## src/rtl/arb_pkg.sv

```systemverilog
// -----------------------------------------------------------------------------
// arb_pkg
//   Shared definitions for the data-memory arbiter:
//     - FSM state encoding (IDLE / ACCESS / RESP)
//     - requester port identifiers (CPU / debug-loader)
//     - other_port(): the requester that is not the given one
// -----------------------------------------------------------------------------
package arb_pkg;

  localparam logic [1:0] IDLE   = 2'd0;
  localparam logic [1:0] ACCESS = 2'd1;
  localparam logic [1:0] RESP   = 2'd2;

  localparam logic PORT_CPU = 1'b0;
  localparam logic PORT_DBG = 1'b1;

  function automatic logic other_port(input logic port);
    return ~port;
  endfunction

endpackage

```

## src/rtl/rr_arbiter2.sv

```systemverilog
// -----------------------------------------------------------------------------
// rr_arbiter2
//   Two-requester picker. Bit PORT_CPU / PORT_DBG of req_i is the request of
//   that port. A lone requester always wins. On a tie the CPU wins when
//   FIXED_PRIO != 0, otherwise the port that was not granted last wins.
//
//   Ports:
//     req_i    [1:0]  request vector, indexed by port id
//     last_i          port id of the most recent grant
//     valid_o         at least one request is present
//     winner_o        port id of the winning requester (PORT_CPU when idle)
// -----------------------------------------------------------------------------
module rr_arbiter2
  import arb_pkg::*;
#(
  parameter int FIXED_PRIO = 0
) (
  input  logic [1:0] req_i,
  input  logic       last_i,
  output logic       valid_o,
  output logic       winner_o
);

  always_comb begin
    // NOTE: every output of a combinational block gets a default first so no
    // path through the block leaves it unassigned (which would infer a latch).
    valid_o  = |req_i;
    winner_o = PORT_CPU;
    if (req_i[PORT_CPU] && req_i[PORT_DBG]) begin
      winner_o = (FIXED_PRIO != 0) ? PORT_CPU : other_port(last_i);
    end else if (req_i[PORT_DBG]) begin
      winner_o = PORT_DBG;
    end
  end

endmodule

```

## src/rtl/data_mem_arbiter.sv

```systemverilog
// -----------------------------------------------------------------------------
// data_mem_arbiter
//   Shares a single-port, one-cycle-read-latency data memory between the CPU
//   load/store path and a debug/loader port. One access at a time:
//     IDLE   -> pick a winner, capture its addr/we/wdata
//     ACCESS -> drive the memory from the captured values, pulse x_gnt
//     RESP   -> (reads only) return memory data, pulse x_rvalid
//   A write completes at gnt, a read at rvalid. The CPU is stalled while its
//   request is pending and not completing in the current cycle.
//
//   Ports:
//     I_clk, I_rst                  clock, async active-low reset
//     I_cpu_req/we/addr/wdata       CPU request (held until completion)
//     O_cpu_gnt/rvalid/rdata/stall  CPU response and stall
//     I_dbg_req/we/addr/wdata       debug/loader request
//     O_dbg_gnt/rvalid/rdata        debug/loader response
//     O_mem_memrw/address/data      memory write enable, address, write data
//     I_mem_data                    memory read data (valid cycle after addr)
// -----------------------------------------------------------------------------
module data_mem_arbiter
  import arb_pkg::*;
#(
  parameter int ADDR_W     = 32,
  parameter int DATA_W     = 32,
  parameter int FIXED_PRIO = 0
) (
  input  logic              I_clk,
  input  logic              I_rst,
  input  logic              I_cpu_req,
  input  logic              I_cpu_we,
  input  logic [ADDR_W-1:0] I_cpu_addr,
  input  logic [DATA_W-1:0] I_cpu_wdata,
  output logic              O_cpu_gnt,
  output logic              O_cpu_rvalid,
  output logic [DATA_W-1:0] O_cpu_rdata,
  output logic              O_cpu_stall,
  input  logic              I_dbg_req,
  input  logic              I_dbg_we,
  input  logic [ADDR_W-1:0] I_dbg_addr,
  input  logic [DATA_W-1:0] I_dbg_wdata,
  output logic              O_dbg_gnt,
  output logic              O_dbg_rvalid,
  output logic [DATA_W-1:0] O_dbg_rdata,
  output logic              O_mem_memrw,
  output logic [ADDR_W-1:0] O_mem_address,
  output logic [DATA_W-1:0] O_mem_data,
  input  logic [DATA_W-1:0] I_mem_data
);

  logic [1:0]        state_q,     state_d;
  logic              owner_q,     owner_d;
  logic              last_q,      last_d;
  logic              we_q,        we_d;
  logic [ADDR_W-1:0] addr_q,      addr_d;
  logic [DATA_W-1:0] wdata_q,     wdata_d;
  logic [DATA_W-1:0] cpu_rdata_q, cpu_rdata_d;
  logic [DATA_W-1:0] dbg_rdata_q, dbg_rdata_d;

  logic arb_valid;
  logic arb_winner;

  rr_arbiter2 #(
    .FIXED_PRIO (FIXED_PRIO)
  ) u_arb (
    .req_i    ({I_dbg_req, I_cpu_req}),
    .last_i   (last_q),
    .valid_o  (arb_valid),
    .winner_o (arb_winner)
  );

  logic in_access;
  logic in_resp;
  logic cpu_owns;
  logic dbg_owns;
  logic cpu_done;

  assign in_access = (state_q == ACCESS);
  assign in_resp   = (state_q == RESP);
  assign cpu_owns  = (owner_q == PORT_CPU);
  assign dbg_owns  = (owner_q == PORT_DBG);

  always_comb begin
    state_d     = state_q;
    owner_d     = owner_q;
    last_d      = last_q;
    we_d        = we_q;
    addr_d      = addr_q;
    wdata_d     = wdata_q;
    cpu_rdata_d = cpu_rdata_q;
    dbg_rdata_d = dbg_rdata_q;
    case (state_q)
      IDLE: begin
        if (arb_valid) begin
          state_d = ACCESS;
          owner_d = arb_winner;
          // The grant always follows in the very next cycle, so recording the
          // winner here is equivalent to recording it at the grant.
          last_d  = arb_winner;
          if (arb_winner == PORT_DBG) begin
            we_d    = I_dbg_we;
            addr_d  = I_dbg_addr;
            wdata_d = I_dbg_wdata;
          end else begin
            we_d    = I_cpu_we;
            addr_d  = I_cpu_addr;
            wdata_d = I_cpu_wdata;
          end
        end
      end
      ACCESS: begin
        state_d = we_q ? IDLE : RESP;
      end
      RESP: begin
        state_d = IDLE;
        if (cpu_owns) cpu_rdata_d = I_mem_data;
        else          dbg_rdata_d = I_mem_data;
      end
      default: begin
        state_d = IDLE;
      end
    endcase
  end

  always_ff @(posedge I_clk or negedge I_rst) begin
    if (!I_rst) begin
      state_q     <= IDLE;
      owner_q     <= PORT_CPU;
      last_q      <= PORT_DBG;   // so the CPU wins the first tie
      we_q        <= 1'b0;
      addr_q      <= '0;
      wdata_q     <= '0;
      cpu_rdata_q <= '0;
      dbg_rdata_q <= '0;
    end else begin
      // NOTE: sequential state uses non-blocking assignments so every register
      // updates from the pre-edge values, independent of statement order.
      state_q     <= state_d;
      owner_q     <= owner_d;
      last_q      <= last_d;
      we_q        <= we_d;
      addr_q      <= addr_d;
      wdata_q     <= wdata_d;
      cpu_rdata_q <= cpu_rdata_d;
      dbg_rdata_q <= dbg_rdata_d;
    end
  end

  // Memory drive: write enable is qualified by ACCESS so it falls as soon as
  // the state register is asynchronously reset.
  assign O_mem_memrw   = in_access & we_q;
  assign O_mem_address = addr_q;
  assign O_mem_data    = wdata_q;

  assign O_cpu_gnt    = in_access & cpu_owns;
  assign O_dbg_gnt    = in_access & dbg_owns;
  assign O_cpu_rvalid = in_resp & cpu_owns;
  assign O_dbg_rvalid = in_resp & dbg_owns;

  // Load data is passed straight through in RESP and held afterwards.
  assign O_cpu_rdata = O_cpu_rvalid ? I_mem_data : cpu_rdata_q;
  assign O_dbg_rdata = O_dbg_rvalid ? I_mem_data : dbg_rdata_q;

  assign cpu_done    = (O_cpu_gnt & we_q) | O_cpu_rvalid;
  assign O_cpu_stall = I_cpu_req & ~cpu_done;

endmodule

```

## config.mk

```make
export PLATFORM = sky130hd
export DESIGN_NAME = data_mem_arbiter
export DESIGN_NICKNAME = d
export VERILOG_FILES = /design/src/rtl/arb_pkg.sv /design/src/rtl/rr_arbiter2.sv /design/src/rtl/data_mem_arbiter.sv
export SDC_FILE = /design/constraint.sdc
export NUM_CORES = 1
export LEC_CHECK = 0
export ABC_AREA = 1
export BUFFER_PORTS_ARGS = -buffer_cell sky130_fd_sc_hd__buf_2
export CAP_MARGIN = 20
export CORE_ASPECT_RATIO = 0.6
export CORE_MARGIN = 8
export CORE_UTILIZATION = 35
export CTS_CLUSTER_SIZE = 25
export DETAILED_ROUTE_END_ITERATION = 12
export PLACE_DENSITY = 0.61
export SYNTH_ARGS = -nofsm -noshare
export SYNTH_HDL_FRONTEND = slang
export SYNTH_SLANG_ARGS = --single-unit
```

## constraint.sdc

```tcl
create_clock -name I_clk -period 3.28 [get_ports I_clk]
set_input_delay 0.492 -clock I_clk [delete_from_list [all_inputs] [get_ports I_clk]]
set_output_delay 0.492 -clock I_clk [all_outputs]
set_load 0.005 [all_outputs]
```

Yosys cells after proc, flatten, opt, wreduce, memory -nomap -nowiden
Index checks and enable logic that the tools add are counted.

storage, ports and cells
  register bits after elaboration = 133
  input port bits = 166
  output and inout port bits = 134
  logic and storage cells = 38

cells by class
  equal/unequal tests = 3
  multiplexer cells = 10
  bitwise operators = 11
  reduce and logical (&&, ||, !) cells = 6

operators by type and width
  cell                                           number
  2-to-1 mux 32 bit                              4
  AND 1 bit                                      7
  AND reduction 2 bit                            3
  2-to-1 mux 2 bit                               2
  one-hot mux 2 bit (2 select lines)             1
  2-to-1 mux 1 bit                               3
  NOT 1 bit                                      3
  == test 2 x 1 -> 1 bit, second input constant  1
  == test 2 bit, second input constant           1
  logical NOT 2 bit                              1
  inequality test 2 bit, second input constant   1
  OR reduction 2 bit                             1
  logical AND 1 bit                              1
  OR 1 bit                                       1

Longest topological paths before layout
Gate-level depths: netlist of run 1.

  depth after elaboration = 6
  mapped depth = 8
  depth with buffers taken out = 6

Hierarchy
From an unflattened synthesis of run 1, not the netlist that was laid out.

unflattened totals
  cells, all modules = 790
  area, all modules = 5988.2 um2

by module, submodules not included
  module            instances  cells an instance  area each (um2)  sequential area each (um2)
  data_mem_arbiter  1          787                5973.2           3329.4
  rr_arbiter2       1          3                  15.0             0.0

Worst setup path before layout of run 1
Ideal clock, no wire load.

  path type = reg2out
  start = register owner_q (netlist: dbg_owns)
  end = output O_cpu_rdata[12]
  arrival time = 1099 ps
  required time = 2788 ps
  slack = 1689 ps
  cell stages (with the launch flop) = 6
  buffers on the path = 2
  cells stage by stage = dfrtp_1 inv_1 nand3_1 buf_2 clkbuf_1 o21ai_0

between the ends
  longest elaborated chain between the ends = 3

ends and longest elaborated chain
  what                        line                     RTL
  start, declared             data_mem_arbiter.sv:51   logic owner_q, owner_d;
  start signal, assigned      data_mem_arbiter.sv:138  owner_q <= owner_d;
  NOT 1 bit (no source line)  --
  AND 1 bit                   data_mem_arbiter.sv:156  assign O_cpu_rvalid = in_resp & cpu_owns;
  2-to-1 mux 32 bit           data_mem_arbiter.sv:160  assign O_cpu_rdata = O_cpu_rvalid ? I_mem_data : cpu_rdata_q;
  end, declared               data_mem_arbiter.sv:35   output logic [DATA_W-1:0] O_cpu_rdata,

No other way between the ends.

Worst setup path in the final report of run 1
  start = register owner_q (netlist: dbg_owns)
  end = output O_cpu_rdata[4]

Same word-level chain as after synthesis.

==> flow_summary.toml, run 1 <==
[status]
status = "finished clean"

[worst_setup_path]
cp_max_fo = 34
endpoint_kind = "primary output"
cp-endpoint = "O_cpu_rdata[4]"
critPathMaxStageDelay_ns = 0.46
startpoint = "dbg_owns"
cp.required_ns = 2.79
rr_worst_depth = 4
cp_data_arrival_time_ns = 2.28
worstSetupPathType = "register to primary output"
timing.rr.start = "dbg_owns"
r2r_slack_ns = 1.47
crit_slowest_cell = "nand3_2"
r2r-end = "cpu_rdata_q[4]"
startpoint_type = "register"
path_cells = "inv_1, nand3_2, buf_4, o21ai_0, buf_2"

[timing]
setup_tns_ns = 0
slew_viol_final = 0
final_hold_viol_count = 0
slew_headroom_pct = 45.61
worst_slew_pin_slew_ns = 0.8158
clock.fmax_mhz = 360.7
setup_violations = 0
post-route-period-util_pct = 84.52
fin_crit_ns = 2.772
rsz0062_at_grt = "false"
fin_skew_ns = 0.008056

[cts]
clock_latency_ns = 0.41
cts_tree = "yes"
postCtsHoldBufs = 0
clk_pin_slew_ns = 0.06
clkSinkCount = 133
ctsRootBufferMaster = "clkbuf_16"
cts_buffers = 17
postCtsSetupRepairBufs = 0
clockBufferDepth = 2
h-tree-depth = 4
cts_resized = 0

[route]
drt_iter0_markers = 366
wl_per_cell_um = 15.61
drcViolationCount = 0
wl_um = 21040
antenna_left = 0
drt_pre_antenna_iters = 4
vias = 5983
via_per_inst = 4.438

[global_routing]
overflow = 0
grt_max_degree = 69
antenna_found_initial = 1
grtUsageTotal_pct = 18.34
grt_pass1_wl_um = 33220
grt_pass1_vias = 5887

[die]
boundaryPins = 300
die_h_um = 119.2
die_x_um = 188.0
core_sq_um = 17270
start_util_pct = 35.99
rows = 37
dieArea_sq_um = 22420

[logic_synthesis]
ys_ff_latch = 133
ys_types = 14
yosysSeqAreaShare_pct = 53.57
synth_nets = 989
synth_cells = 823
avgSynthCellArea_sq_um = 7.551
synth_area_sq_um = 6215
yosys_warnings = 0

[cells_and_area]
areaGrowthSynthToFinish_pct = 35.98
final_util_pct = 48.94
regArea_sq_um = 3329
antenna_cells = 0
nNetsFinal = 1267
fillers = 1762
final_common_cell = "buf_2"
layout_common_cells = "buf_2, nand2_1, inv_1"
drive_above_1_share_pct = 31.06
multi_input_area_sq_um = 2038

[place]
portBuffers = 299
routabilityCongestion = 0.7995
hpwl_um = 15260

[pwr]
vdd_ir_drop_max_uv = 338.7
power.leakage_nw = 5.223
powerDensity_nw_per_um2 = 930.1
p_total_mw = 7.860

[worst_hold_path]
worst_hold_path_type = "input pin to asynchronous set/reset pin"

[flow_run]
max_cap_violations = 0
[synthesized netlist by cell type (all sizes together)]
cell type / n / area, sq um
buf: 31 / 161.4
inv: 170 / 638.1
a21oi: 1 / 5.000
nand2: 267 / 1002
dfstp: 1 / 26.28
dfrtp: 132 / 3303
nand3: 132 / 660.6
o21ai: 65 / 325.3
nor2: 6 / 25.03
clkbuf: 18 / 67.56
[worst min path at each step]
stage                           start                 to  cells after the start
global route                    I_rst     cpu_rdata_q[7]                      1
detailed placement      O_mem_data[2]      O_mem_data[2]                      2
floorplan                       I_rst   O_mem_address[0]                      0
finish                          I_rst     cpu_rdata_q[7]                      1
global placement    O_mem_address[11]  O_mem_address[11]                      2
CTS                             I_rst     dbg_rdata_q[2]                      1
[registers in the layout (all words and copies together), names as in the netlist]
name	count
O_mem_data	32
last_q	1
dbg_rdata_q	32
O_mem_address	32
state_q	2
cpu_rdata_q	32
dbg_owns	1
we_q	1
[per-stage QoR]
step	hold slack [ns]	instance area (sq um)	cells	setup slack [ns]
after floorplan	0.1964	6215	823	1.689
after global routing	0.1018	8451	1348	0.2532
final	0.06602	8451	1348	0.5079
after global placement	0.4603	7894	1316	1.016
after CTS	0.08604	8451	1348	0.4282
after detailed placement	0.4608	7894	1316	0.8891
[worst max-delay path: cells and delay by family (launching register included)]
kind / cells / cell delay [ns]
DFF: 1 / 0.40
buffers and inverters: 3 / 0.71
and+or+nand+nor: 1 / 0.46
AOI/OAI and AO/OA: 1 / 0.28
[cells by family (layout without fill, tap and decap cells)]
| group | count (synthesis) | in the layout | synth area share [%] |
|---|---|---|---|
| AND/OR/NAND/NOR | 405 | 405 | 27.16 |
| buffers and inverters | 219 | 510 | 13.95 |
| flip-flops | 133 | 133 | 53.57 |
| AO/OA/AOI/OAI | 66 | 66 | 5.315 |
[routing by layer]
metal | vias up | share of wire (%) | track usage, %
li1 | 3042 | - | -
met1 | 2689 | 46 | 24.60
met2 | 234 | 45 | 28.03
met3 | 16 | 8.6 | 6.498
met4 | 2 | 0.72 | 4.216
met5 | - | 0.043 | 0
[final cells by class]
cell class | count | area share (%)
well taps | 234 | 3.465
clock inverters | 14 | 1.510
inverters | 170 | 7.551
repair buffers | 308 | 18.88
multi-input cells | 471 | 24.12
clock buffers | 18 | 5.078
flip-flops and latches | 133 | 39.40
[power by group]
part	internal, mW	leakage [nW]	switching [mW]
Clock	1.05	0.275	0.745
Combinational	1.25	3.34	1.97
Sequential	2.49	1.61	0.351
Total	4.79	5.22	3.07
(Power assumes the default switching activity.)
==> run 2: changes to the inputs <==
--- a/config.mk
+++ b/config.mk
@@ -13,7 +13,7 @@
 export CORE_UTILIZATION = 35
 export CTS_CLUSTER_SIZE = 25
 export DETAILED_ROUTE_END_ITERATION = 12
-export PLACE_DENSITY = 0.61
+export PLACE_DENSITY = 0.64
 export SYNTH_ARGS = -nofsm -noshare
 export SYNTH_HDL_FRONTEND = slang
 export SYNTH_SLANG_ARGS = --single-unit
==> constraint.sdc (replaced) <==
create_clock -name I_clk -period 2.5 [get_ports I_clk]
set_input_delay 0.375 -clock I_clk [delete_from_list [all_inputs] [get_ports I_clk]]
set_output_delay 0.375 -clock I_clk [all_outputs]
set_load 0.005 [all_outputs]
==> run 2 against run 1 <==
Compared with the run above:
- worst hold slack better by 0.19 ns
- first-iteration DRC count increased by 23%
- flip-flop and latch count is the same
- via count grew 0.55%
- power is 33% higher
- critical endpoint is now O_dbg_rdata[7]
==> flow_summary.toml, run 2 (synthesized netlist as in run 1, its figures left out) <==
[status]
status = "finished clean"

[worst_setup_path]
crit_slowest_cell = "o21ai_0"
endpoint_kind = "primary output"
cp.required_ns = 2.12
cp_top_family = "buffers and inverters"
path_cells = "inv_1, nand3_2, buf_4, o21ai_0, buf_2"
cp_num_buf_inv = 3
critPathMaxStageDelay_ns = 0.39
worstSetupPathType = "register to primary output"
startpoint_type = "register"
cp_data_arrival_time_ns = 1.87
cp_max_fo = 65

[pwr]
p_clk_share_pct = 23.8
power.net_switching_mw = 4.099
power.leakage_nw = 5.269
powerDensity_nw_per_um2 = 1225
p_int_mw = 6.375
seqPwrFrac_pct = 35.5
vdd_ir_drop_max_uv = 605.8
sw_frac_of_total_pct = 39.14
comb_power_share_pct = 40.7
p_total_mw = 10.47

[cts]
clock_latency_ns = 0.41
clockBufferDepth = 2
ctsRootBufferMaster = "clkbuf_16"
h-tree-depth = 4
clk_pin_slew_ns = 0.07
clkSinkCount = 133
postCtsSetupRepairBufs = 0
cts_tree = "yes"
cts_buffers = 17

[die]
rows = 37
dieArea_sq_um = 22420
start_util_pct = 35.99
die_h_um = 119.2
boundaryPins = 300
core_sq_um = 17270
die_x_um = 188.0

[cells_and_area]
fillers = 1762
final_common_cell = "buf_2"
areaGrowthSynthToFinish_pct = 37.61
nNetsFinal = 1273
drive_above_1_share_pct = 31.43
layout_common_cells = "buf_2, nand2_1, inv_1"
stdcell_count = 1355

[route]
wl_per_cell_um = 15.17
antenna_left = 0
routed-wl-met3_um = 1826
via_per_inst = 4.440
drt_pre_antenna_iters = 5
drt_iter0_markers = 451
wl_um = 20550
drcViolationCount = 0
vias = 6016
wl_met2_um = 9351
wl_met1_um = 9297
top_layer_used = "met4"

[timing]
slew_headroom_pct = 50.88
rsz0062_at_grt = "false"
fin_ws_ns = 0.2533
worst_slew_pin_slew_ns = 0.7368
setup_tns_ns = 0
final_hold_viol_count = 0
fin_crit_ns = 2.247
fin_skew_ns = 0.01525
clock.fmax_mhz = 445.1
setup_violations = 0
slew_viol_final = 0
post-route-period-util_pct = 89.87

[place]
routabilityCongestion = 0.7915
pre_cts_slack_ns = 0.5673
hpwl_um = 15240
portBuffers = 299
dpl.cell_count = 1321

[global_routing]
overflow = 0
grt_max_degree = 66
grtUsageTotal_pct = 18.22
grt_pass1_wl_um = 33250
grt_pass1_vias = 6211
antenna_found_initial = 1

[flow_run]
max_cap_violations = 0

[worst_hold_path]
worst_hold_path_type = "input pin to register"
## run 2: metal layers
layer / vias to the layer above / track usage, %
li1: 3051 / -
met1: 2730 / 23.48
met5: - / 0
met3: 4 / 6.614
met2: 231 / 29.07
met4: 0 / 3.873
## run 2: power by group through the flow
stage	sequential [mW]	combinational (mW)	clock [mW]
final	3.72	4.26	2.49
after global routing	3.84	4.85	2.66
after CTS	3.72	4.38	2.57
after detailed placement	3.74	4.37	0
after global placement	3.74	4.29	0
after floorplan	3.72	2.17	0
## run 2: path summary, 6_finish.rpt
path | start | to | slack (ns) | cells past startpoint
min reg2reg | last_q | last_q | 0.47 | 2
min in group asynchronous | I_rst | O_mem_data[8] | 0.51 | 2
max reg2reg | state_q[0] | O_mem_address[4] | 0.81 | 6
max in group asynchronous | I_rst | last_q | 1.29 | 3
max | state_q[0] | O_dbg_rdata[7] | 0.25 | 5
min | I_cpu_addr[23] | O_mem_address[23] | 0.26 | 5
## run 2: repair_timing
action / CTS / global route
setup endpoints to repair: 0 / 7
endpoints found under the hold margin: 52 / 0
resized for setup: 0 / 1
hold buffers: 1 / 0
## run 2: worst register-to-register path, cell delays in order, from the launching register on
cell	delay, ns
dfrtp_1	0.37
inv_1	0.13
nand2_1	0.11
nor2_4	0.30
buf_4	0.45
nand3_1	0.18
nand2_1	0.08
## run 2: through the flow
stage               instance area [sq um]  util [%]  hold WS, ns
floorplan                            6215         -      0.07941
global placement                     7944     46.00       0.3785
detailed placement                   7944     46.00       0.3795
CTS                                  8542     49.47       0.2416
global route                         8552     49.53       0.2554
finish                               8552     49.53       0.2601
## run 2: area by class of cell
| cell class | count | area (sq um) | share of cell area (%) |
|---|---|---|---|
| diodes | 1 | 2.502 | 0.02926 |
| clock buffers | 17 | 425.4 | 4.974 |
| clock inverters | 15 | 162.7 | 1.902 |
| inverters | 170 | 638.1 | 7.462 |
| multi-input cells | 471 | 2046 | 23.92 |
| flip-flops and latches | 133 | 3329 | 38.93 |
| well taps | 234 | 292.8 | 3.424 |
| repair buffers | 314 | 1655 | 19.36 |
==> run 3: changes to the inputs <==
--- a/config.mk
+++ b/config.mk
@@ -10,10 +10,11 @@
 export CAP_MARGIN = 20
 export CORE_ASPECT_RATIO = 0.6
 export CORE_MARGIN = 8
-export CORE_UTILIZATION = 35
+export CORE_UTILIZATION = 42
 export CTS_CLUSTER_SIZE = 25
 export DETAILED_ROUTE_END_ITERATION = 12
-export PLACE_DENSITY = 0.64
+export PLACE_DENSITY = 0.75
+export SLEW_MARGIN = 10
 export SYNTH_ARGS = -nofsm -noshare
 export SYNTH_HDL_FRONTEND = slang
 export SYNTH_SLANG_ARGS = --single-unit
==> run 3 against run 2 <==
Compared with the run above:
- global-route usage increased by 2.4 points
- sequential share of layout area is 0.27 points higher
- worst hold slack hardly changed
- first-iteration DRC count is 2.7% lower
- power fell by 0.85%
- die area decreased by 15%
- critical path depth is the same
- count of clock-buffer cells in the layout increased by 1
- sequential power hardly changed
- setup slack got worse by 0.047 ns
- flip-flop and latch count stayed put
- wire length down 3.8%
- critical path type unchanged
- largest cell class unchanged
- highest routed layer unchanged
==> flow_summary.toml, run 3 (synthesized netlist as in run 1, its figures left out) <==
[status]
status = "finished clean"

[die]
boundaryPins = 300
dieArea_sq_um = 19070
die_h_um = 110.2
die_x_um = 173.0
core_sq_um = 14460
start_util_pct = 42.97
rows = 34

[global_routing]
grt_pass1_vias = 5996
grtUsageTotal_pct = 20.60
antenna_found_initial = 0
grt_max_degree = 66
grt_pass1_wl_um = 31680
overflow = 0

[worst_setup_path]
path_depth = 5
path_cells = "inv_1, nand3_4, buf_12, o21ai_0, buf_2"
cp.required_ns = 2.12
critPathMaxStageDelay_ns = 0.40
startpoint_type = "register"
endpoint_kind = "primary output"
cp_data_arrival_time_ns = 1.92
cp_max_fo = 33
rr_worst_depth = 6
cp_top_family = "buffers and inverters"
cp_num_buf_inv = 3
worstSetupPathType = "register to primary output"
crit_slowest_cell = "dfrtp_1"

[route]
antenna_left = 0
wl_um = 19760
drt_pre_antenna_iters = 5
via_per_inst = 4.604
drt_iter0_markers = 439
vias = 6068
drcViolationCount = 0
wl_per_cell_um = 14.99

[flow_run]
max_cap_violations = 0

[cts]
clockBufferDepth = 2
clock_latency_ns = 0.40
postCtsSetupRepairBufs = 0
clkSinkCount = 133
ctsRootBufferMaster = "clkbuf_16"
clk_pin_slew_ns = 0.07
cts_tree = "yes"
cts_buffers = 17
h-tree-depth = 4

[timing]
slew_headroom_pct = 52.67
clock.fmax_mhz = 435.9
rsz0062_at_grt = "false"
setup_tns_ns = 0
slew_viol_final = 0
setup_violations = 0
fin_skew_ns = 0.01473
post-route-period-util_pct = 91.77
final_hold_viol_count = 0
whs_ns = 0.2606
fin_crit_ns = 2.294
worst_slew_pin_slew_ns = 0.7100

[place]
hpwl_um = 14740
portBuffers = 299
routabilityCongestion = 0.8471

[cells_and_area]
regArea_sq_um = 3329
antenna_cells = 0
areaGrowthSynthToFinish_pct = 36.66
multi_input_area_sq_um = 2046
layout_common_cells = "buf_2, nand2_1, inv_1"
nNetsFinal = 1273
final_common_cell = "buf_2"
fillers = 1377
drive_above_1_share_pct = 31.43

[pwr]
powerDensity_nw_per_um2 = 1223
vdd_ir_drop_max_uv = 719.4
power.leakage_nw = 5.261
p_total_mw = 10.39

[worst_hold_path]
min_path_cells = 5
worst_hold_path_type = "input pin to register"
-- run 3: cell count changes in the layout (fill, tap and decap cells not counted) --
cell and delta:
clkinv_8 -1, clkinvlp_4 +1, clkbuf_8 +1, inv_8 -3
diode_2 -1, inv_6 +3, clkinv_4 -1
-- run 3: area by class of cell --
class	instances	share of cell area, %
inverter	170	7.513
multi-input combinational	471	24.09
sequential	133	39.20
clock buffer	18	5.171
timing repair buffer	314	19.49
clock inverter	14	1.621
tap	198	2.917
-- run 3: worst paths after layout --
kind,start,end,slack (ns)
worst max-delay path,dbg_owns,O_cpu_rdata[19],0.21
max in group asynchronous,I_rst,last_q,1.28
worst min register to register,O_mem_address[21],O_mem_address[21],0.47
min in group asynchronous,I_rst,cpu_rdata_q[28],0.48
worst max register to register,last_q,O_mem_address[7],0.88
worst min-delay path,I_cpu_addr[6],O_mem_address[6],0.26
-- run 3: report_power, final --
group | switching (mW) | total, mW | internal (mW)
Sequential | 0.452 | 3.71 | 3.26
Clock | 1.00 | 2.43 | 1.42
Combinational | 2.55 | 4.25 | 1.69
-- run 3: what timing repair did --
item | in CTS | in global routing
endpoints found under the setup margin | 1 | 0
endpoints found under the hold margin | 44 | 0
hold buffers | 1 | 0
resized for setup | 1 | 0
-- run 3: metrics by stage --
step                std cells  util, %  area (sq um)  worst slack, ns
CTS                      1318    58.72          8493           0.2107
global placement         1285    54.61          7899           0.5289
floorplan                 823        -          6215            1.026
finish                   1318    58.72          8493           0.2058
detailed placement       1285    54.61          7899           0.4380
global route             1318    58.72          8493          0.09359
-- run 3: worst min-delay path, delay by kind of cell --
kind / cells / cell delay (ns)
AND/OR/NAND/NOR: 3 / 0.16
buffers and inverters: 2 / 0.10
-- run 3: metal layers --
layer / part of all wire (%) / vias up / global-route usage (%) / routed length (um)
met2: 46 / 269 / 33.75 / 9158
met3: 8.8 / 14 / 7.109 / 1731
li1: - / 3048 / - / -
met5: 0 / - / 0 / 0
met4: 0.90 / 0 / 4.409 / 177
met1: 44 / 2737 / 26.44 / 8692
